<file path="config.mk">
export PLATFORM = sky130hd
export DESIGN_NAME = tdc_read_ctrl
export DESIGN_NICKNAME = d
export VERILOG_FILES = /design/src/rtl/tdc_read_ctrl.sv
export SDC_FILE = /design/constraint.sdc
export NUM_CORES = 1
export LEC_CHECK = 0
export ABC_AREA = 1
export BUFFER_PORTS_ARGS = -buffer_cell sky130_fd_sc_hd__buf_2
export CORE_MARGIN = 2
export CORE_UTILIZATION = 45
export CTS_CLUSTER_DIAMETER = 150
export DETAILED_ROUTE_END_ITERATION = 12
export GPL_ROUTABILITY_DRIVEN = 0
export PLACE_DENSITY_LB_ADDON = 0.12
export SETUP_SLACK_MARGIN = 0.3
export SLEW_MARGIN = 20
export SYNTH_ARGS = -nofsm -noshare
export SYNTH_HDL_FRONTEND = slang
export SYNTH_SLANG_ARGS = --single-unit
</file>
<file path="constraint.sdc">
create_clock -name clk -period 2.01 [get_ports clk]
set_clock_uncertainty 0.15 [all_clocks]
set_input_delay 0.402 -clock clk [delete_from_list [all_inputs] [get_ports clk]]
set_output_delay 0.402 -clock clk [all_outputs]
set_load 0.01 [all_outputs]
</file>
<file path="src/rtl/tdc_read_ctrl.sv">
// tdc_read_ctrl
// Reads the results out of the external TDC chip after each measurement.
// A read request arms the block. The block then waits for the chip's
// active-low interrupt. It reads NUM_RESULTS consecutive result registers over
// the parallel bus and hands each word to a valid/ready stream. Finally it
// pulses tdc_init so the chip re-arms for the next stop edge.
//
// Ports:
//   clk, reset        single clock, synchronous active-high reset
//   read              one-cycle request from the stop-edge pulse generator
//   tdc_int_n         asynchronous chip interrupt (active-low), synchronised here
//   tdc_data          chip read data bus
//   tdc_addr          chip register address (0 when not accessing)
//   tdc_rd_n          chip read strobe (active-low)
//   tdc_init          one-cycle chip re-init pulse
//   out_data/out_idx  captured word and its result index
//   out_valid/ready   downstream handshake
//   busy              high whenever a sequence is in progress
//   timeout_err       one-cycle pulse when the interrupt never arrived
//   overrun           one-cycle pulse when a read arrives while busy
module tdc_read_ctrl #(
    parameter int NUM_RESULTS = 2,
    parameter int BASE_ADDR   = 0,
    parameter int ADDR_W      = 4,
    parameter int DATA_W      = 16,
    parameter int RD_CYCLES   = 3,
    parameter int TIMEOUT     = 1023
) (
    input  logic              clk,
    input  logic              reset,
    input  logic              read,
    input  logic              tdc_int_n,
    input  logic [DATA_W-1:0] tdc_data,
    output logic [ADDR_W-1:0] tdc_addr,
    output logic              tdc_rd_n,
    output logic              tdc_init,
    output logic [DATA_W-1:0] out_data,
    output logic [2:0]        out_idx,
    output logic              out_valid,
    input  logic              out_ready,
    output logic              busy,
    output logic              timeout_err,
    output logic              overrun
);

    typedef enum logic [2:0] {
        IDLE,
        WAIT_INT,
        SETUP,
        STROBE,
        PUSH,
        INIT
    } state_t;

    // The timeout counter must be able to hold TIMEOUT itself, because it
    // increments once more on the expiry cycle.
    localparam int TCNT_W = (TIMEOUT > 1) ? $clog2(TIMEOUT + 1) : 1;
    localparam int SCNT_W = (RD_CYCLES > 1) ? $clog2(RD_CYCLES) : 1;

    localparam logic [TCNT_W-1:0] TCNT_LAST = TCNT_W'(TIMEOUT - 1);
    localparam logic [SCNT_W-1:0] SCNT_LAST = SCNT_W'(RD_CYCLES - 1);
    localparam logic [2:0]        IDX_LAST  = 3'(NUM_RESULTS - 1);

    state_t state;
    state_t next_state;

    logic              int_meta;
    logic              int_sync;
    logic [TCNT_W-1:0] tcnt;
    logic [SCNT_W-1:0] scnt;
    logic [2:0]        idx;

    logic              wait_expired;
    logic              strobe_last;
    logic [ADDR_W-1:0] cur_addr;

    assign wait_expired = (tcnt == TCNT_LAST);
    assign strobe_last  = (scnt == SCNT_LAST);
    assign cur_addr     = ADDR_W'(BASE_ADDR + int'(idx));

    // State register.
    always_ff @(posedge clk) begin
        if (reset) begin
            state <= IDLE;
        end else begin
            state <= next_state;
        end
    end

    // Next-state logic. Only a read seen in IDLE starts a sequence. A read
    // that arrives in the INIT cycle is therefore dropped even though the
    // block returns to IDLE on the same edge.
    always_comb begin
        next_state = state;
        case (state)
            IDLE:     if (read) next_state = WAIT_INT;
            WAIT_INT: begin
                if (!int_sync) begin
                    next_state = SETUP;
                end else if (wait_expired) begin
                    next_state = INIT;
                end
            end
            SETUP:    next_state = STROBE;
            STROBE:   if (strobe_last) next_state = PUSH;
            PUSH: begin
                if (out_ready) begin
                    next_state = (idx < IDX_LAST) ? SETUP : INIT;
                end
            end
            INIT:     next_state = IDLE;
            default:  next_state = IDLE;
        endcase
    end

    // Datapath registers: interrupt synchroniser, counters and the captured
    // word. The synchroniser resets to 1 so that the interrupt reads as
    // inactive until the chip really drives it low.
    always_ff @(posedge clk) begin
        if (reset) begin
            int_meta <= 1'b1;
            int_sync <= 1'b1;
            tcnt     <= '0;
            scnt     <= '0;
            idx      <= '0;
            out_data <= '0;
            out_idx  <= '0;
        end else begin
            int_meta <= tdc_int_n;
            int_sync <= int_meta;
            case (state)
                IDLE: begin
                    if (read) begin
                        tcnt <= '0;
                        idx  <= '0;
                    end
                end
                WAIT_INT: begin
                    if (int_sync) tcnt <= tcnt + TCNT_W'(1);
                end
                SETUP: scnt <= '0;
                STROBE: begin
                    scnt <= scnt + SCNT_W'(1);
                    if (strobe_last) begin
                        out_data <= tdc_data;
                        out_idx  <= idx;
                    end
                end
                PUSH: begin
                    if (out_ready && (idx < IDX_LAST)) idx <= idx + 3'd1;
                end
                default: ;
            endcase
        end
    end

    // Outputs decoded from the state. The strobe is driven low only in
    // STROBE and tdc_init is driven only in INIT, so the two can never overlap.
    always_comb begin
        busy        = (state != IDLE);
        tdc_rd_n    = (state != STROBE);
        tdc_init    = (state == INIT);
        out_valid   = (state == PUSH);
        tdc_addr    = '0;
        if ((state == SETUP) || (state == STROBE) || (state == PUSH)) begin
            tdc_addr = cur_addr;
        end
        timeout_err = (state == WAIT_INT) && int_sync && wait_expired;
        overrun     = read && (state != IDLE);
    end

endmodule
</file>
==> key figures, run 1 <==
Run status
  • Outcome: finished clean

Flow run
  • Max_cap viols: 0

Clock network
  • Clk root buf: clkbuf_8
  • Clock buffer depth: 2
  • Worst-path clk slew: 0.08 ns
  • CTS sink cnt: 39
  • Total CTS buffers: 5
  • Hold-fix buffers, CTS: 0
  • H-tree Lvls: 2
  • TritonCTS clock tree: built
  • Worst skew pair latency: 0.29 ns

Placement
  • Port buffer count: 48
  • Setup WS pre-CTS: 0.365 ns
  • DPL Wire Length: 2.78 mm

Route
  • WL final: 4.38 mm
  • Remaining DRCs: 0
  • Via count: 1828
  • Pre-antenna DRT Iters: 4
  • Wire length per cell: 11.8 um
  • Final ANT Viol Nets: 0
  • DR vias/cell: 4.93
  • DRT iter0 DRCs: 110

STA
  • Crit share post-route: 90.2%
  • Unrepaired setup endpoints after global routing: true
  • F_max: 551 MHz
  • Setup violations, final: 0
  • TNS Setup: 0 ns
  • Endpoints failing hold: 0
  • Tmin final: 1.81 ns
  • Final Max Tran Viols: 0
  • Setup WS post-layout: 0.196 ns

Global route
  • GR Overflow Total: 0
  • First-pass GRT wire length: 6.41 mm
  • Largest net degree at the start of global routing: 23
  • Total GRT Usage: 18.6%
  • Vias in the first global route: 1388
  • Initial antenna violation count: 0

Floorplanning
  • FP Rows: 23
  • Die width: 67.5 um
  • Core Region: 0.00394 sq mm
  • Initial Utilization: 46.0%
  • Die Area: 0.00455 sq mm
  • I/O pin count: 50
  • Die height: 67.5 um

Setup path
  • Crit-path max FO: 5
  • CP Capture Type: output port
  • CP arrival: 1.26 ns
  • CP startpoint kind: register
  • Critical Path RT: 1.46 ns
  • R2R Path Start: state[1]
  • Crit Path Class: register to output port
  • Crit path from: state[1]

Final layout
  • Nets: 345
  • Most frequent cells in the layout: nand2_1 (57), buf_2 (47), dfxtp_1 (33)
  • Filler cell count: 334
  • FF/Latch Area: 796 sq um
  • Syn-to-layout area delta: 35.5%
  • Area of the multi-input gates: 953 sq um
  • # diodes: 0
  • Most common cell after layout, fill and taps aside: nand2_1
  • Layout cells sized above 1: 33.3%

Synthesis
  • Leading post-synthesis cells by cell area: dfxtp_1 (43%), nand2_1 (12%), nand3_1 (9.4%)
  • Mapped Cells: 254
  • Post-synthesis average cell area: 7.13 sq um
  • Ys Warns: 0
  • Netlist Area Pre-Place: 0.00181 sq mm
  • Netlist cell types: 23
  • Seq/Total Area, Yosys: 43.1%
  • Yosys top cell area share: 43.1%
  • FF+latch count, synth: 39
  • Synth area leader: dfxtp_1
  • Synth Net Count: 279

Power
  • Pwr dens: 1260 mW/mm^2
  • P_leak: 1.11 nW
  • Worst ir drop on vdd: 0.000533 V

Worst hold path
  • Hold_sp: tdc_int_n
  • Min-delay worst type: input port to register
## critical path, stage by stage (launching register included)
cell and delay, ns:
dfxtp_4 0.39, buf_4 0.15, nand3_4 0.09, nand2_4 0.06, nor2_4 0.11, nor2_1 0.05, buf_2 0.13
## layer usage
metal / track usage [%] / vias up / share of wire [%]
li1: - / 954 / -
met1: 25.5 / 815 / 47
met2: 28.1 / 54 / 46
met3: 5.50 / 5 / 5.9
met4: 6.12 / 0 / 1.3
met5: 0 / - / 0
## synth_stat cells
cell type and number:
nand2_1 59, dfxtp_1 39, nand3_1 34, a21oi_1 31
nor2_1 25, inv_1 22, nand4_1 5, ha_1 4
inv_2 4, nor3_1 4, buf_4 3, clkbuf_1 3
nand2_4 3, o21ai_0 3, or2_2 3, buf_6 2
nand2_2 2, nand3b_1 2, nor2_2 2, buf_2 1
conb_1 1, nor2_4 1, o211ai_1 1
## stage by stage
stage          instances  util (%)  hold slack, ns  total power, mW  cell area, sq um
2_1_floorplan        254         -           0.239             1.66              1810
3_3_place_gp         347      52.8           0.244             1.85              2080
3_5_place_dp         347      52.8           0.243             1.84              2080
4_1_cts              366      60.6           0.140             2.92              2390
5_1_grt              371      62.3           0.155             3.28              2450
6_report             371      62.3           0.149             3.10              2450
## logic make-up after synthesis
| group | share of synthesized area (%) |
|---|---|
| other | 0.207 |
| adder cells (fa/ha/maj) | 2.76 |
| flip-flops | 43.1 |
| AO/OA/AOI/OAI | 9.81 |
| buffers and inverters | 8.77 |
| AND/OR/NAND/NOR | 35.4 |
## where the power goes
| part | leakage [nW] | internal [mW] | total (mW) | switching [mW] |
|---|---|---|---|---|
| sequential | 0.319 | 0.871 | 0.986 | 0.115 |
| clock | 0.0654 | 0.496 | 0.772 | 0.276 |
| combinational | 0.728 | 0.567 | 1.34 | 0.773 |
| total | 1.11 | 1.93 | 3.10 | 1.16 |
## what timing repair did
action | in CTS | in global routing
endpoints found under the setup margin | 8 | 8
buffers inserted | 11 | 5
resized for setup | 26 | 9
pin swaps | 7 | 5
## state kept, by name, summed over array words and instances (netlist names)
register	flops
int_meta	1
tcnt	10
int_sync	1
idx	3
out_idx	3
state	3
scnt	2
out_data	16
## final cells by class
class | count | share of cell area (%)
Timing Repair Buffer | 68 | 16.3
Clock buffer | 6 | 2.96
Clock inverter | 2 | 2.45
Sequential cell | 39 | 32.4
Tap cell | 50 | 2.55
Multi-Input combinational cell | 180 | 38.8
Inverter | 26 | 4.49
## final timing paths
path	endpoint	slack, ns	cells after the start
setup / recovery	tdc_addr[2]	0.20	6
hold / removal	int_meta	0.15	2
setup reg to reg	tcnt[6]	0.48	8
hold reg to reg	int_sync	0.25	1
Power figures use the tool's default switching activity.
==> inputs of run 2 (changes only) <==
CELL_PAD_IN_SITES_DETAIL_PLACEMENT = 1   (was unset)
CELL_PAD_IN_SITES_GLOBAL_PLACEMENT = 1   (was unset)
CORE_UTILIZATION = 36   (was 45)
==> run 2 against run 1 <==
Effect of this change: critical path type unchanged; sequential share of layout area is 0.75 points lower; largest cell class unchanged; sequential power shrank 0.6%; highest routed layer unchanged; critical path depth unchanged.
==> key figures, run 2 (synthesis results as in run 1) <==
Run status
  • Outcome: finished clean (unchanged)

Power
  • Cell Int Power: 1.90 mW (was 1.93 mW)
  • Worst ir drop on vdd: 0.000499 V (was 0.000533 V)
  • Logic pwr share: 46.9% (was 43.2%)
  • Switch Pwr: 1.25 mW (was 1.16 mW)
  • P_leak: 1.14 nW (was 1.11 nW)
  • Clock share of power: 22.0% (was 24.9%)
  • Sequential power share: 31.1% (was 31.8%)
  • Pwr dens: 1260 mW/mm^2 (about the same)
  • Switching portion of total power: 39.8% (was 37.6%)

Clock network
  • H-tree Lvls: 2 (unchanged)
  • Clock buffer depth: 2 (unchanged)
  • Total CTS buffers: 5 (unchanged)
  • TritonCTS clock tree: built (unchanged)
  • Worst-path clk slew: 0.08 ns (about the same)
  • Worst skew pair latency: 0.30 ns (was 0.29 ns)
  • CTS sink cnt: 39 (unchanged)
  • Hold-fix buffers, CTS: 0 (unchanged)
  • Clk root buf: clkbuf_8 (unchanged)

Final layout
  • Max reg flops: 16 (unchanged)
  • Syn-to-layout area delta: 38.5% (was 35.5%)
  • Filler cell count: 609 (was 334)
  • Final core occ: 52.4% (was 62.3%)
  • Top Registers: out_data: 16 flops, tcnt: 10 flops (unchanged)
  • Most common cell after layout, fill and taps aside: nand2_1 (unchanged)
  • Most frequent cells in the layout: nand2_1 (56), buf_2 (45), dfxtp_1 (34) (was nand2_1 (57), buf_2 (47), dfxtp_1 (33))
  • Layout cells sized above 1: 34.3% (was 33.3%)
  • Top reg by flops: out_data (unchanged)
  • # diodes: 0 (unchanged)
  • Nets: 345 (unchanged)

Floorplanning
  • Die height: 74.9 um (was 67.5 um)
  • I/O pin count: 50 (unchanged)
  • Die Area: 0.00562 sq mm (was 0.00455 sq mm)
  • Die width: 74.9 um (was 67.5 um)
  • Core Region: 0.00479 sq mm (was 0.00394 sq mm)
  • FP Rows: 25 (was 23)
  • Initial Utilization: 37.9% (was 46.0%)

Setup path
  • CP startpoint kind: register (unchanged)
  • Slowest CP cell: dfxtp_4 (unchanged)
  • Crit path largest cell delay: 0.41 ns (was 0.39 ns)
  • Critical Path RT: 1.46 ns (about the same)
  • CP Cell Sequence: buf_12, nand3_4, nand2_4, nor2_4, nor2_1, buf_2 (was buf_4, nand3_4, nand2_4, nor2_4, nor2_1, buf_2)
  • CP Capture Type: output port (unchanged)
  • CP arrival: 1.29 ns (was 1.26 ns)
  • Crit Path Class: register to output port (unchanged)
  • Crit-path max FO: 4 (was 5)

Global route
  • Total GRT Usage: 21.0% (was 18.6%)
  • First-pass GRT wire length: 8.85 mm (was 6.41 mm)
  • Largest net degree at the start of global routing: 23 (unchanged)
  • Initial antenna violation count: 0 (unchanged)
  • GR Overflow Total: 0 (unchanged)
  • Vias in the first global route: 1867 (was 1388)

Flow run
  • Max_cap viols: 0 (unchanged)

Route
  • Pre-antenna DRT Iters: 4 (unchanged)
  • Via count: 1857 (was 1828)
  • WL final: 5.36 mm (was 4.38 mm)
  • Wire length per cell: 13.8 um (was 11.8 um)
  • DR vias/cell: 4.79 (was 4.93)
  • DRT iter0 DRCs: 65 (was 110)
  • Final ANT Viol Nets: 0 (unchanged)
  • Remaining DRCs: 0 (unchanged)

Worst hold path
  • Min-delay worst type: input port to register (unchanged)

STA
  • Unrepaired setup endpoints after global routing: true (unchanged)
  • Final Max Tran Viols: 0 (unchanged)
  • F_max: 543 MHz (was 551 MHz)
  • Setup violations, final: 0 (unchanged)
  • TNS Setup: 0 ns (unchanged)
  • Endpoints failing hold: 0 (unchanged)
  • Tmin final: 1.84 ns (was 1.81 ns)
  • Crit share post-route: 91.7% (was 90.2%)

Placement
  • Port buffer count: 48 (unchanged)
  • DPL Wire Length: 3.46 mm (was 2.78 mm)
[run 2: changes by cell type in the layout (fill, tap and decap cells not counted), sizes merged]
| cell | before | now |
|---|---|---|
| bufinv | 2 | 1 |
| clkinv | 0 | 1 |
[run 2: final timing paths]
kind	cells after the start	slack (ns)	end	startpoint
max	6	0.17	tdc_addr[0]	state[1]
min	2	0.15	int_meta	tdc_int_n
max reg2reg	9	0.41	state[1]	state[1]
min reg2reg	1	0.27	int_sync	int_meta
[run 2: worst max-delay path, delay by kind of cell (launching register included)]
family / cells / cell delay [ns]
buf+inv: 2 / 0.26
flops: 1 / 0.41
simple gates: 4 / 0.33
[run 2: power groups by stage]
| stage | sequential (mW) | clock (mW) | combinational [mW] |
|---|---|---|---|
| final | 0.980 | 0.692 | 1.48 |
| after global routing | 0.989 | 0.741 | 1.63 |
| after CTS | 0.973 | 0.705 | 1.29 |
| after detailed placement | 0.946 | 0 | 0.953 |
| after global placement | 0.941 | 0 | 0.939 |
| after floorplan | 0.927 | 0 | 0.729 |
[run 2: repair_timing]
action / in CTS / in global routing
setup endpoints to repair: 8 / 30
gates resized for setup: 30 / 10
pin swaps: 6 / 7
gates cloned: 0 / 0
buffers inserted: 12 / 4
[run 2: cell type report]
class                   count  area [sq um]  area share, %
clock buffers               6          82.6           3.29
clock inverters             2          35.0           1.40
inverters                  26           108           4.29
multi-input cells         180           960           38.3
flip-flops and latches     39           795           31.7
well taps                  67          83.8           3.34
repair buffers             68           445           17.8
[run 2: routing by layer]
layer / track usage, % / vias to the layer above / part of all wire, %
met5: 0 / - / 0
met4: 8.33 / 0 / 1.5
met3: 4.82 / 7 / 3.6
met2: 33.8 / 37 / 48
met1: 27.1 / 859 / 47
li1: - / 954 / -
[run 2: metrics by stage]
stage	total power, mW	instances	worst slack, ns	area, sq um	hold WS, ns
global route	3.36	388	0.0670	2510	0.126
global placement	1.88	364	0.304	2100	0.258
CTS	2.97	384	0.135	2430	0.139
detailed placement	1.90	364	0.294	2100	0.258
finish	3.15	388	0.167	2510	0.149
floorplan	1.66	254	0.428	1810	0.239
==> inputs of run 3 (changes only) <==
BUFFER_PORTS_ARGS = -buffer_cell sky130_fd_sc_hd__clkbuf_2   (was -buffer_cell sky130_fd_sc_hd__buf_2)
==> run 3 against run 2 <==
Effect of this change: count of clock-buffer cells in the layout is the same; combinational power is 5% higher; total power up 5.4%; sequential share of layout area fell by 0.66 points; utilization increased by 1.2 points; critical path type unchanged; largest cell class unchanged; highest routed layer unchanged.
==> key figures, run 3 (synthesis results as in run 1) <==
Run status
  • Outcome: finished clean (unchanged)

Power
  • P_leak: 1.14 nW (about the same)
  • Pwr dens: 1290 mW/mm^2 (was 1260 mW/mm^2)
  • Sequential power share: 30.0% (was 31.1%)
  • Cell Int Power: 2.05 mW (was 1.90 mW)
  • Logic pwr share: 46.6% (was 46.9%)
  • Switch Pwr: 1.27 mW (was 1.25 mW)
  • Clock share of power: 23.5% (was 22.0%)
  • Switching portion of total power: 38.2% (was 39.8%)
  • Worst ir drop on vdd: 0.000550 V (was 0.000499 V)

Clock network
  • Total CTS buffers: 5 (unchanged)
  • CTS sink cnt: 39 (unchanged)
  • Worst-path clk slew: 0.08 ns (about the same)
  • TritonCTS clock tree: built (unchanged)
  • Hold-fix buffers, CTS: 0 (unchanged)
  • Worst skew pair latency: 0.28 ns (was 0.30 ns)
  • H-tree Lvls: 2 (unchanged)
  • Clk root buf: clkbuf_8 (unchanged)
  • Clock buffer depth: 2 (unchanged)

Global route
  • Vias in the first global route: 1869 (was 1867)
  • Met3 Usage GRT: 5.49% (was 4.82%)
  • GR Overflow Total: 0 (unchanged)
  • GRT met1 Usage: 24.3% (was 27.1%)
  • Total GRT Usage: 20.2% (was 21.0%)
  • Grt met2 use: 35.9% (was 33.8%)
  • Initial antenna violation count: 0 (unchanged)
  • Busiest grt layer: met2 (unchanged)
  • First-pass GRT wire length: 8.67 mm (was 8.85 mm)
  • Largest net degree at the start of global routing: 23 (unchanged)

STA
  • Final Max Tran Viols: 0 (unchanged)
  • Setup violations, final: 0 (unchanged)
  • Crit share post-route: 90.1% (was 91.7%)
  • Tmin final: 1.81 ns (was 1.84 ns)
  • Unrepaired setup endpoints after global routing: true (unchanged)
  • Setup WS post-layout: 0.199 ns (was 0.167 ns)
  • F_max: 552 MHz (was 543 MHz)
  • TNS Setup: 0 ns (unchanged)
  • Endpoints failing hold: 0 (unchanged)

Final layout
  • Top reg by flops: out_data (unchanged)
  • Top Registers: out_data: 16 flops, tcnt: 10 flops (unchanged)
  • Area of the multi-input gates: 963 sq um (was 960 sq um)
  • Filler cell count: 617 (was 609)
  • Most frequent cells in the layout: nand2_1 (56), clkbuf_2 (41), dfxtp_1 (33) (was nand2_1 (56), buf_2 (45), dfxtp_1 (34))
  • Most common cell after layout, fill and taps aside: nand2_1 (unchanged)
  • Max reg flops: 16 (unchanged)
  • Nets: 351 (was 345)
  • FF/Latch Area: 796 sq um (was 795 sq um)
  • Layout cells sized above 1: 35.5% (was 34.3%)
  • # diodes: 0 (unchanged)
  • Syn-to-layout area delta: 41.6% (was 38.5%)
  • Non-filler cells, final: 394 (was 388)

Route
  • Wire length per cell: 13.8 um (about the same)
  • Via count: 1944 (was 1857)
  • Pre-antenna DRT Iters: 4 (unchanged)
  • Final ANT Viol Nets: 0 (unchanged)
  • DR vias/cell: 4.93 (was 4.79)
  • DRT iter0 DRCs: 57 (was 65)
  • WL final: 5.42 mm (was 5.36 mm)
  • Remaining DRCs: 0 (unchanged)

Floorplanning
  • Initial Utilization: 37.9% (unchanged)
  • Die width: 74.9 um (unchanged)
  • FP Rows: 25 (unchanged)
  • Core Region: 0.00479 sq mm (unchanged)
  • Die Area: 0.00562 sq mm (unchanged)
  • I/O pin count: 50 (unchanged)
  • Die height: 74.9 um (unchanged)

Placement
  • DPL Wire Length: 3.57 mm (was 3.46 mm)
  • Dpl cells: 365 (was 364)
  • Setup WS pre-CTS: 0.290 ns (was 0.294 ns)
  • Port buffer count: 48 (unchanged)

Worst hold path
  • Min-delay worst type: input port to register (unchanged)
  • Hold Path Cell Cnt: 2 (unchanged)

Setup path
  • Critical Path RT: 1.46 ns (about the same)
  • CP Capture Type: output port (unchanged)
  • Crit-path max FO: 2 (was 4)
  • Reg2reg path depth: 10 (was 9)
  • CP arrival: 1.26 ns (was 1.29 ns)
  • Crit Path Class: register to output port (unchanged)
  • CP startpoint kind: register (unchanged)

Flow run
  • Max_cap viols: 0 (unchanged)
run 3: changes by cell type in the layout (fill, tap and decap cells not counted), moves of 2 or more:
cell      delta
clkbuf_2    +41
buf_6        +4
buf_4        +4
buf_2       -41
nand2_4      -2
buf_12       -2
run 3: worst max-delay path, cell delays in order (launching register included):
cell and delay [ns]:
dfxtp_2 0.33, inv_2 0.07, ha_4 0.12, nand3_2 0.07, nor2_2 0.10, nand2_2 0.07
nor2_2 0.08, buf_2 0.13
run 3: final timing paths:
path / start / endpoint / slack [ns]
worst min register to register: int_meta / int_sync / 0.27
worst max-delay path: tcnt[0] / timeout_err / 0.20
worst max register to register: state[0] / state[1] / 0.34
worst min-delay path: tdc_int_n / int_meta / 0.16
run 3: cell type report:
class / instances / share of cell area, %
well taps: 67 / 3.27
flip-flops and latches: 39 / 31.0
multi-input cells: 180 / 37.5
clock inverters: 2 / 2.34
inverters: 26 / 4.29
clock buffers: 6 / 2.83
repair buffers: 74 / 18.7
run 3: power groups by stage:
stage | logic (mW) | clock network [mW] | registers (mW)
CTS | 1.30 | 0.795 | 0.969
detailed placement | 0.945 | 0 | 0.948
floorplan | 0.729 | 0 | 0.927
global placement | 0.943 | 0 | 0.942
global route | 1.69 | 0.823 | 1.00
finish | 1.55 | 0.779 | 0.995
run 3: timing repair:
item                                    in CTS  in global routing
gates resized for setup                     27                 27
cloned                                       0                  0
pin swaps                                    5                  8
buffers inserted                            17                  4
endpoints found under the setup margin       8                 12
run 3: metrics by stage:
step	instance area (sq um)	power [mW]	utilization, %	hold slack (ns)
2_1_floorplan	1810	1.66	-	0.239
3_3_place_gp	2110	1.89	44.1	0.249
3_5_place_dp	2110	1.89	44.1	0.248
4_1_cts	2460	3.06	51.5	0.150
5_1_grt	2570	3.51	53.6	0.162
6_report	2570	3.32	53.6	0.157
run 3: per-layer routing:
metal / routed length (um) / part of all wire, %
met2: 2750 / 51
met1: 2380 / 44
met3: 224 / 4.1
met5: 0 / 0
met4: 65 / 1.2
